--- src/rtl/muldiv_unit_pkg.sv ---
// Shared definitions for the iterative multiply/divide unit.
//   md_fn_t    : operation select, RV32M/RV64M funct3 encoding
//   md_state_t : control states of muldiv_unit
//   helpers    : operation classification used at accept and fixup time
package muldiv_unit_pkg;

  typedef enum logic [2:0] {
    MUL    = 3'd0,
    MULH   = 3'd1,
    MULHSU = 3'd2,
    MULHU  = 3'd3,
    DIV    = 3'd4,
    DIVU   = 3'd5,
    REM    = 3'd6,
    REMU   = 3'd7
  } md_fn_t;

  typedef enum logic [1:0] {
    ST_IDLE  = 2'd0,
    ST_BUSY  = 2'd1,
    ST_FIXUP = 2'd2,
    ST_DONE  = 2'd3
  } md_state_t;

  function automatic logic md_is_div(input md_fn_t fn);
    return fn inside {DIV, DIVU, REM, REMU};
  endfunction

  function automatic logic md_is_rem(input md_fn_t fn);
    return fn inside {REM, REMU};
  endfunction

  function automatic logic md_is_mulh(input md_fn_t fn);
    return fn inside {MULH, MULHSU, MULHU};
  endfunction

  function automatic logic md_a_signed(input md_fn_t fn);
    return fn inside {MULH, MULHSU, DIV, REM};
  endfunction

  function automatic logic md_b_signed(input md_fn_t fn);
    return fn inside {MULH, DIV, REM};
  endfunction

endpackage

--- src/rtl/muldiv_step.sv ---
// One radix-2 iteration of the multiply/divide datapath (purely combinational).
//   acc_i    : 2*WIDTH accumulator {high half, low half}
//   opnd_i   : multiplicand (multiply) or divisor (divide), magnitude only
//   is_div_i : 1 = restoring-divide step, 0 = shift-add multiply step
//   acc_o    : accumulator after this iteration
// Multiply: low half holds the remaining multiplier bits, LSB first; the
//   partial sum lives in the high half and the whole thing shifts right.
// Divide: low half holds the dividend, MSB first; it shifts left into the
//   partial remainder while quotient bits fill in from the bottom.
module muldiv_step #(
  parameter int WIDTH = 32
) (
  input  logic [2*WIDTH-1:0] acc_i,
  input  logic [WIDTH-1:0]   opnd_i,
  input  logic               is_div_i,
  output logic [2*WIDTH-1:0] acc_o
);

  logic [WIDTH:0]   add_sum;
  logic [2*WIDTH:0] add_shift;
  logic [WIDTH:0]   trial;
  logic [WIDTH:0]   diff;

  always_comb begin
    // Carry out of the add is kept so the right shift does not lose it.
    add_sum   = {1'b0, acc_i[2*WIDTH-1:WIDTH]} + (acc_i[0] ? {1'b0, opnd_i} : '0);
    add_shift = {add_sum, acc_i[WIDTH-1:0]};

    // Remainder is always below the divisor, so trial < 2*divisor and the
    // top bit of diff is a clean borrow flag.
    trial = {acc_i[2*WIDTH-1:WIDTH], acc_i[WIDTH-1]};
    diff  = trial - {1'b0, opnd_i};

    if (is_div_i) begin
      if (diff[WIDTH]) begin
        acc_o = {trial[WIDTH-1:0], acc_i[WIDTH-2:0], 1'b0};
      end else begin
        acc_o = {diff[WIDTH-1:0], acc_i[WIDTH-2:0], 1'b1};
      end
    end else begin
      acc_o = add_shift[2*WIDTH:1];
    end
  end

endmodule

--- src/rtl/muldiv_unit.sv ---
// Multi-cycle RV32M/RV64M multiply/divide unit for the execute stage.
//   clk, rst_n           : clock, asynchronous active-low reset
//   flush                : squash any in-flight or unconsumed operation
//   in_valid/in_ready    : request handshake; fn, a, b sampled on accept
//   out_valid/out_ready  : result handshake; out is registered and stable
//   busy                 : high whenever the unit is not idle
// Operands are reduced to magnitudes at accept, iterated WIDTH times by
// muldiv_step, then sign-corrected in a single FIXUP cycle.
module muldiv_unit
  import muldiv_unit_pkg::*;
#(
  parameter int WIDTH = 32
) (
  input  logic             clk,
  input  logic             rst_n,
  input  logic             flush,
  input  logic             in_valid,
  output logic             in_ready,
  input  md_fn_t           fn,
  input  logic [WIDTH-1:0] a,
  input  logic [WIDTH-1:0] b,
  output logic             out_valid,
  input  logic             out_ready,
  output logic [WIDTH-1:0] out,
  output logic             busy
);

  localparam int CW = $clog2(WIDTH);

  md_state_t          state_q, state_d;
  md_fn_t             fn_q, fn_d;
  logic [CW-1:0]      cnt_q, cnt_d;
  logic [WIDTH-1:0]   opnd_q, opnd_d;
  logic [2*WIDTH-1:0] acc_q, acc_d;
  logic               neg_q, neg_d;
  logic [WIDTH-1:0]   out_q, out_d;

  logic               is_div;
  logic [2*WIDTH-1:0] step_acc;

  logic               sign_a, sign_b;
  logic [WIDTH-1:0]   abs_a, abs_b;
  logic               div_zero, div_ovf;
  logic [WIDTH-1:0]   spec_res;
  logic [2*WIDTH-1:0] fix_src, fix_val;
  logic [WIDTH-1:0]   fix_res;

  function automatic logic [WIDTH-1:0] neg_w(input logic [WIDTH-1:0] v, input logic en);
    return en ? (~v + 1'b1) : v;
  endfunction

  function automatic logic [2*WIDTH-1:0] neg_2w(input logic [2*WIDTH-1:0] v, input logic en);
    return en ? (~v + 1'b1) : v;
  endfunction

  assign is_div = md_is_div(fn_q);

  muldiv_step #(.WIDTH(WIDTH)) u_step (
    .acc_i    (acc_q),
    .opnd_i   (opnd_q),
    .is_div_i (is_div),
    .acc_o    (step_acc)
  );

  // ---- accept: magnitudes, result sign and divide special cases ----
  always_comb begin
    sign_a   = md_a_signed(fn) & a[WIDTH-1];
    sign_b   = md_b_signed(fn) & b[WIDTH-1];
    abs_a    = neg_w(a, sign_a);
    abs_b    = neg_w(b, sign_b);
    div_zero = md_is_div(fn) && (b == '0);
    div_ovf  = (fn == DIV || fn == REM) && (a == {1'b1, {(WIDTH-1){1'b0}}}) && (b == '1);
    if (div_zero) begin
      spec_res = md_is_rem(fn) ? a : '1;
    end else begin
      spec_res = md_is_rem(fn) ? '0 : a;
    end
  end

  // ---- fixup: sign correction and result half selection ----
  always_comb begin
    // Low bits of a negation depend only on low bits, so a divide result
    // can ride through the same 2*WIDTH negator zero-extended.
    if (is_div) begin
      fix_src = {{WIDTH{1'b0}}, md_is_rem(fn_q) ? acc_q[2*WIDTH-1:WIDTH] : acc_q[WIDTH-1:0]};
    end else begin
      fix_src = acc_q;
    end
    fix_val = neg_2w(fix_src, neg_q);
    fix_res = md_is_mulh(fn_q) ? fix_val[2*WIDTH-1:WIDTH] : fix_val[WIDTH-1:0];
  end

  always_comb begin
    state_d = state_q;
    fn_d    = fn_q;
    cnt_d   = cnt_q;
    opnd_d  = opnd_q;
    acc_d   = acc_q;
    neg_d   = neg_q;
    out_d   = out_q;
    if (flush) begin
      state_d = ST_IDLE;
    end else begin
      case (state_q)
        ST_IDLE: begin
          if (in_valid) begin
            fn_d   = fn;
            opnd_d = abs_b;
            acc_d  = {{WIDTH{1'b0}}, abs_a};
            neg_d  = md_is_rem(fn) ? sign_a : (sign_a ^ sign_b);
            cnt_d  = CW'(WIDTH - 1);
            if (div_zero || div_ovf) begin
              out_d   = spec_res;
              state_d = ST_DONE;
            end else begin
              state_d = ST_BUSY;
            end
          end
        end
        ST_BUSY: begin
          acc_d = step_acc;
          cnt_d = cnt_q - 1'b1;
          if (cnt_q == '0) state_d = ST_FIXUP;
        end
        ST_FIXUP: begin
          out_d   = fix_res;
          state_d = ST_DONE;
        end
        ST_DONE: begin
          if (out_ready) state_d = ST_IDLE;
        end
        default: state_d = ST_IDLE;
      endcase
    end
  end

  always_ff @(posedge clk or negedge rst_n) begin
    if (!rst_n) begin
      state_q <= ST_IDLE;
      fn_q    <= MUL;
      cnt_q   <= '0;
      opnd_q  <= '0;
      acc_q   <= '0;
      neg_q   <= 1'b0;
      out_q   <= '0;
    end else begin
      state_q <= state_d;
      fn_q    <= fn_d;
      cnt_q   <= cnt_d;
      opnd_q  <= opnd_d;
      acc_q   <= acc_d;
      neg_q   <= neg_d;
      out_q   <= out_d;
    end
  end

  assign in_ready  = (state_q == ST_IDLE);
  assign out_valid = (state_q == ST_DONE);
  assign busy      = (state_q != ST_IDLE);
  assign out       = out_q;

endmodule
--- config.mk ---
export PLATFORM = sky130hd
export DESIGN_NAME = muldiv_unit
export DESIGN_NICKNAME = d
export VERILOG_FILES = /design/src/rtl/muldiv_unit_pkg.sv /design/src/rtl/muldiv_step.sv /design/src/rtl/muldiv_unit.sv
export SDC_FILE = /design/constraint.sdc
export NUM_CORES = 1
export LEC_CHECK = 0
export CAP_MARGIN = 0
export CORE_MARGIN = 1
export CORE_UTILIZATION = 55
export CTS_CLUSTER_SIZE = 28
export DETAILED_ROUTE_END_ITERATION = 7
export HOLD_SLACK_MARGIN = 0.06
export PLACE_DENSITY = 0.73
export SLEW_MARGIN = 20
export SYNTH_ARGS = -nofsm -noshare
export SYNTH_HDL_FRONTEND = slang
export SYNTH_SLANG_ARGS = --single-unit
--- constraint.sdc ---
create_clock -name clk -period 5.7 [get_ports clk]
set_clock_uncertainty 0.1 [all_clocks]
set_input_delay 1.14 -clock clk [delete_from_list [all_inputs] [get_ports clk]]
set_output_delay 1.14 -clock clk [all_outputs]
set_load 0.005 [all_outputs]
==> out/metrics.cfg, run 1 <==
[pwr]
power_leakage_nw = 7.07
p_total_w = 0.0105
ir_worst_vdd_mv = 0.503
cell_internal_power_w = 0.00492
power.sequential.fraction_pct = 22.1
power.net_switching_w = 0.00562
power.density_nw_per_um2 = 634
sw_frac_of_total_pct = 53.3
power.clock.fraction_pct = 11.4
power.share.combinational_pct = 66.5

[place]
instance_count_after_placement_with_tap_cells_included = 2321
preCtsSetupSlack_ns = 0.716
place_congestion = 1.01
dpl.hpwl_um = 39600
port_buffers = 106

[yosys]
dominant_combinational_cell_family_by_area_after_synthesis = compound AO/OA/AOI/OAI gates
synth-xor-area-share_pct = 9.84
yosys.cell_types.count = 84
sequential_element_share_of_the_synthesized_area_pct = 23.5
synth_top_flop_cell = sky130_fd_sc_hd__dfrtp_1
synth.ff_latch_count = 139
yosysWarningCount = 0
synth.avg_cell_area_um2 = 7.47
synth_instances = 1979
synth_compound_gate_area_share_pct = 28.3
synthesis.nets = 2127
netlist_area_um2 = 14800
yosys.area_share.simple_pct = 21.1
synth_enable_flop_cells = 0
ys_async_sr_fraction_pct = 100
synthAdderAreaFrac_pct = 6.54
proportion_of_synthesized_area_in_mux_cells_pct = 5.11

[final_layout]
layout.cells.non_filler = 2353
antenna_cells = 0
layout-area-overhead-vs-synth_pct = 12.5
finalCoreUtilization_pct = 63.4
fillerInstances = 2455
most_common_cell_after_layout_fill_and_taps_aside = sky130_fd_sc_hd__nand2_1
post_route_cells_drive_above_1_share_pct = 5.40
ff_latch_area_um2 = 3480
commonest_cells_after_routing_fill_and_taps_aside = sky130_fd_sc_hd__nand2_1, sky130_fd_sc_hd__o21ai_0, sky130_fd_sc_hd__a21oi_1, sky130_fd_sc_hd__nor2_1, sky130_fd_sc_hd__dfrtp_1
multiInputGateArea_um2 = 10500
finish.net_count = 2153

[sta]
final_hold_viol_count = 0
final.period_utilization_pct = 84.3
post-route-min-period_ns = 4.80
finalSetupViolations = 0
slew_headroom_pct = 38.6
highest_clock_rate_ghz = 0.208
tightestPinTransition_ns = 0.918
drv_slew = 0
setup_total_negative_slack_ns = 0
worst_slack_ns = 0.895
grt_setup_unrepaired = false

[setup_path]
regToRegEndpoint = out[28]$_DFFE_PN0P_
critical-path-slowest-cell = sky130_fd_sc_hd__dfrtp_4
worstPathRequired_ns = 5.92
cpPeakStageDelay_ns = 0.84
critPathCaptureType = flop
cp_cell_sequence = and2_1 > o221ai_1 > or2_2 > or3_1 > or4_1 > or4_1 > o2111ai_1 > nand3_1 > a32o_1
arrival_ns = 5.03
crit_path_start_kind = flop
timing.critical_path.mode_cell = sky130_fd_sc_hd__or4_1
timing.setup.critical_path_class = flop to flop
crit_fanout = 45
timing.reg2reg.worst_path_depth = 9
crit_path_start = fn_q[2]$_DFFE_PN0P_
reg_to_reg_slack_setup_ns = 0.90
reg2reg_from = fn_q[2]$_DFFE_PN0P_

[clocking]
clockBufferDepth = 2
cts.reportedPaths.clkPinSlew_ns = 0.07
cts-resized-gates = 0
ctsHtreeMaxLevel = 4
insertion_delay_ns = 0.44
ctsHoldBuffers = 0
cts_num_sinks = 139
numCtsBuffers = 17
cts_tree = built
cts_root_buffer = sky130_fd_sc_hd__clkbuf_16
post-cts-setup-buffers = 0

[outcome]
violations_in_the_final_reports = DRC
run_status = finished, violations left

[routing]
route.detailed.wl_per_inst_um = 22.5
postRouteWirelength_um = 52900
num_vias = 15600
antenna_left = 0
detail_route.drc_violations = 2
first_pass_iters = 8
viasPerCell = 6.65
detailedRoute.firstIterationViolations = 2037

[worst_hold_path]
hold_depth = 2
worst_hold_path.endpoint = opnd_q[10]$_DFFE_PN0P_
hold_path_class = flop to flop
hp-start = opnd_q[10]$_DFFE_PN0P_

[die]
die_area_um2 = 27500
io-pin-count = 107
initial_core_util_pct = 56.4
standard_cell_core_area_um2 = 26200
die_x_um = 166
fp.dieH_um = 166
fp-row-count = 59

[run]
max_cap_viol = 0

[grt]
grt_antenna_before_repair = 1
grt_start_max_net_pins = 75
gr-usage-all-layers_pct = 38.4
grt_pass1_vias = 14600
grt_pass1_wl_um = 82900
globalRouteOverflowTotal = 0

[per-layer routing]
metal / wire [um] / up-vias / global-route usage, %
met5: 13 / - / 0
met4: 1810 / 2 / 14.8
met3: 5660 / 120 / 8.70
met2: 22600 / 871 / 56.6
met1: 22800 / 7408 / 54.5
li1: - / 7239 / -
[worst max-delay path by stage]
stage	endpoint	slack, ns	cells past startpoint
6_report	out[28]$_DFFE_PN0P_	0.90	9
3_3_place_gp	out[5]$_DFFE_PN0P_	0.75	10
2_1_floorplan	out[28]$_DFFE_PN0P_	1.13	16
5_1_grt	out[28]$_DFFE_PN0P_	0.80	10
3_5_place_dp	out[5]$_DFFE_PN0P_	0.72	10
4_1_cts	out[28]$_DFFE_PN0P_	1.03	9
[worst max-delay path, delay by kind of cell (launching register included)]
| family | cells | cell delay (ns) |
|---|---|---|
| DFF | 1 | 0.84 |
| AOI/OAI and AO/OA | 3 | 0.71 |
| and+or+nand+nor | 6 | 3.00 |
[cell families (layout without fill, tap and decap cells)]
| logic type | after synthesis | in the layout |
|---|---|---|
| AO/OA/AOI/OAI | 669 | 669 |
| XOR/XNOR | 166 | 166 |
| adder cells (fa/ha/maj) | 76 | 76 |
| buffers and inverters | 210 | 249 |
| flip-flops | 139 | 139 |
| multiplexers | 73 | 73 |
| AND/OR/NAND/NOR | 646 | 646 |
[state kept, by name (all words and copies together), names as in the netlist]
signal,count
opnd_q,32
fn_q,3
acc_q,64
cnt_q,5
neg_q,1
state_q,2
out,32
[synth_stat cells (26+ instances only)]
library cell               count  area, um^2
sky130_fd_sc_hd__nor2_1      148         556
sky130_fd_sc_hd__xnor2_1      97         850
sky130_fd_sc_hd__o21ai_0     222        1110
sky130_fd_sc_hd__o211ai_1     31         233
sky130_fd_sc_hd__a21oi_1     164         821
sky130_fd_sc_hd__mux2i_1      63         631
sky130_fd_sc_hd__dfrtp_1     139        3480
sky130_fd_sc_hd__nand4_1      26         163
sky130_fd_sc_hd__nand2_1     240         901
sky130_fd_sc_hd__a21o_1       38         285
sky130_fd_sc_hd__nand3_1      37         185
sky130_fd_sc_hd__clkbuf_1    107         402
sky130_fd_sc_hd__and2_1       36         225
sky130_fd_sc_hd__xor2_1       69         604
sky130_fd_sc_hd__ha_1         74         926
sky130_fd_sc_hd__inv_1        74         278
sky130_fd_sc_hd__nor3_1       41         205
[stage by stage]
| stage | hold slack (ns) | instance area, um^2 |
|---|---|---|
| final | 0.407 | 16600 |
| after detailed placement | 0.386 | 16000 |
| after CTS | 0.403 | 16600 |
| after global routing | 0.426 | 16600 |
| after floorplan | 0.347 | 14800 |
| after global placement | 0.364 | 16000 |
[final cells by class]
class,count,share of cell area (%)
Multi-Input combinational cell,1630,63.2
Tap cell,335,2.52
Clock buffer,18,2.58
Clock inverter,14,1.04
Inverter,75,1.69
Sequential cell,139,21.0
Timing Repair Buffer,142,8.02
[power groups by stage]
stage	clock network, W	logic [W]	registers, W
after floorplan	0	0.00527	0.00178
after global placement	0	0.00673	0.00229
after detailed placement	0	0.00681	0.00229
final	0.00120	0.00700	0.00233
after global routing	0.00124	0.00769	0.00236
after CTS	0.00121	0.00685	0.00228
Power figures use the tool's default switching activity.
==> run 2: changes to the inputs <==
PLACE_DENSITY = 0.76   (was 0.73)
clock period = 3.9 ns   (was 5.7 ns; I/O delays follow)
==> out/metrics.cfg, run 2 (synthesis gave the netlist of run 1 again) <==
[grt]
grt_start_max_net_pins = 75  ; unchanged
grt_antenna_before_repair = 2  ; +1
grt_pass1_wl_um = 90400  ; +9.1%
grt_pass1_vias = 15800  ; +8.7%
gr-usage-all-layers_pct = 42.0  ; +3.6 points
globalRouteOverflowTotal = 0  ; unchanged

[setup_path]
cp_cell_sequence = buf_12 > a211o_1 > a222oi_1 > nand4_1 > or3_1 > or4_1 > or4_1 > o2111ai_1 > nand3_1 > a32o_1
cpPeakStageDelay_ns = 0.57  ; -0.27 ns
critPathCaptureType = flop
timing.setup.critical_path_class = flop to flop
crit_path_start_kind = flop
crit_fanout = 8  ; -82%
arrival_ns = 4.05  ; -0.98 ns
critical-path-slowest-cell = sky130_fd_sc_hd__or4_1
worstPathRequired_ns = 4.13  ; -1.79 ns
timing.critical_path.mode_cell = sky130_fd_sc_hd__or4_1

[routing]
detailedRoute.firstIterationViolations = 2024  ; -0.64%
first_pass_iters = 7  ; -1
viasPerCell = 6.56  ; -1.3%
detail_route.drc_violations = 0  ; -2
route.detailed.wl_per_inst_um = 23.0  ; +2.2%
antenna_left = 0  ; unchanged
num_vias = 16700  ; +6.7%
postRouteWirelength_um = 58400  ; +10%

[clocking]
numCtsBuffers = 17  ; unchanged
ctsHtreeMaxLevel = 4  ; unchanged
insertion_delay_ns = 0.44  ; about the same
clockBufferDepth = 2  ; unchanged
ctsHoldBuffers = 0  ; unchanged
cts.reportedPaths.clkPinSlew_ns = 0.07  ; about the same
cts_num_sinks = 139  ; unchanged
cts_tree = built
cts_root_buffer = sky130_fd_sc_hd__clkbuf_16

[die]
die_area_um2 = 27500  ; unchanged
initial_core_util_pct = 56.4  ; unchanged
fp-row-count = 59  ; unchanged
standard_cell_core_area_um2 = 26200  ; unchanged
fp.dieH_um = 166  ; unchanged
die_x_um = 166  ; unchanged
io-pin-count = 107  ; unchanged

[final_layout]
fillerInstances = 2300  ; -6.3%
finalCoreUtilization_pct = 69.6  ; +6.2 points
multiInputGateArea_um2 = 10500  ; +0.35%
largest_register_ffs = 64  ; unchanged
antenna_cells = 0  ; unchanged
post_route_cells_drive_above_1_share_pct = 13.9  ; +8.5 points
most_common_cell_after_layout_fill_and_taps_aside = sky130_fd_sc_hd__nand2_1
commonest_cells_after_routing_fill_and_taps_aside = sky130_fd_sc_hd__nand2_1, sky130_fd_sc_hd__o21ai_0, sky130_fd_sc_hd__buf_4, sky130_fd_sc_hd__a21oi_1, sky130_fd_sc_hd__nor2_1
post-route-cell-area_um2 = 18200  ; +9.7%
layout-area-overhead-vs-synth_pct = 23.4
finish.net_count = 2344  ; +8.9%
ff_latch_area_um2 = 3480  ; unchanged
max_flop_register = acc_q

[sta]
drv_slew = 0  ; unchanged
highest_clock_rate_ghz = 0.262  ; +26%
final_hold_viol_count = 0  ; unchanged
slew_headroom_pct = 48.5  ; +9.9 points
tightestPinTransition_ns = 0.772  ; -0.146 ns
post-route-min-period_ns = 3.82  ; -0.989 ns
final.period_utilization_pct = 97.8  ; +14 points
finalSetupViolations = 0  ; unchanged

[pwr]
ir_worst_vdd_mv = 0.748  ; +49%
power.density_nw_per_um2 = 932  ; +47%
power_leakage_nw = 8.05  ; +14%

[place]
dpl.hpwl_um = 45400  ; +15%
port_buffers = 106  ; unchanged
place_area_um2 = 17500  ; +9.3%
place_congestion = 1.05  ; +3.8%

[run]
max_cap_viol = 0  ; unchanged

[outcome]
run_status = completed

[worst_hold_path]
hold_path_class = input port to async pin

==> run 2: changes by cell type in the layout (fill, tap and decap cells not counted), sizes merged <==
| cell | delta |
|---|---|
| buf | +190 |
| bufinv | +2 |
| clkbuf | +2 |
| clkinv | +3 |
| inv | -7 |
==> run 2: per-stage QoR <==
step	total power [W]	std cells	setup WS, ns	hold slack (ns)	TNS, ns
global route	0.0181	2543	-0.0179	0.268	-0.0366
CTS	0.0165	2539	0.00145	0.252	0
floorplan	0.0103	1979	0.00962	0.347	0
detailed placement	0.0146	2508	-0.208	0.391	-2.84
global placement	0.0144	2508	-0.161	0.365	-1.46
finish	0.0170	2543	0.0839	0.208	0
==> run 2: repair_timing <==
item                       CTS  global route
setup buffers                0             4
pin swaps                    0             1
setup endpoints to repair    1            16
resized for setup            1            11
==> run 2: power by group <==
group	internal, W	switching [W]
combinational	0.00504	0.00718
sequential	0.00209	0.000849
clock	0.00111	0.000732
total	0.00824	0.00876
==> run 2: final timing paths <==
check	cells after the start	to	from	slack (ns)
max	10	out[28]$_DFFE_PN0P_	fn_q[2]$_DFFE_PN0P_	0.08
min	1	acc_q[22]$_DFFE_PN0P_	rst_n	0.21
max reg2reg	10	out[28]$_DFFE_PN0P_	fn_q[2]$_DFFE_PN0P_	0.08
min reg2reg	2	opnd_q[6]$_DFFE_PN0P_	opnd_q[6]$_DFFE_PN0P_	0.40
max in group asynchronous	2	opnd_q[27]$_DFFE_PN0P_	rst_n	2.60
min in group clk	2	opnd_q[6]$_DFFE_PN0P_	opnd_q[6]$_DFFE_PN0P_	0.40
==> run 2: final cells by class <==
cell class,instances,share of cell area [%]
Sequential cell,139,19.1
Multi-Input combinational cell,1630,57.8
Tap cell,335,2.30
Inverter,75,1.54
Clock buffer,19,2.48
Timing Repair Buffer,333,15.7
Clock inverter,12,1.03
==> run 2: metal layers <==
layer	share of wire (%)	global-route usage [%]	vias to the layer above	routed length (um)
li1	-	-	7609	-
met1	42	56.9	7963	24500
met2	44	65.2	941	25800
met3	10	9.06	171	5940
met4	3.9	16.6	2	2250
met5	0.022	0	-	13
==> run 2: worst max-delay path: cells and delay by family, from the launching register on <==
| family | cells | cell delay, ns |
|---|---|---|
| AO/OA/AOI/OAI | 4 | 1.09 |
| buffers and inverters | 1 | 0.16 |
| flip-flops | 1 | 0.49 |
| AND/OR/NAND/NOR | 5 | 1.87 |
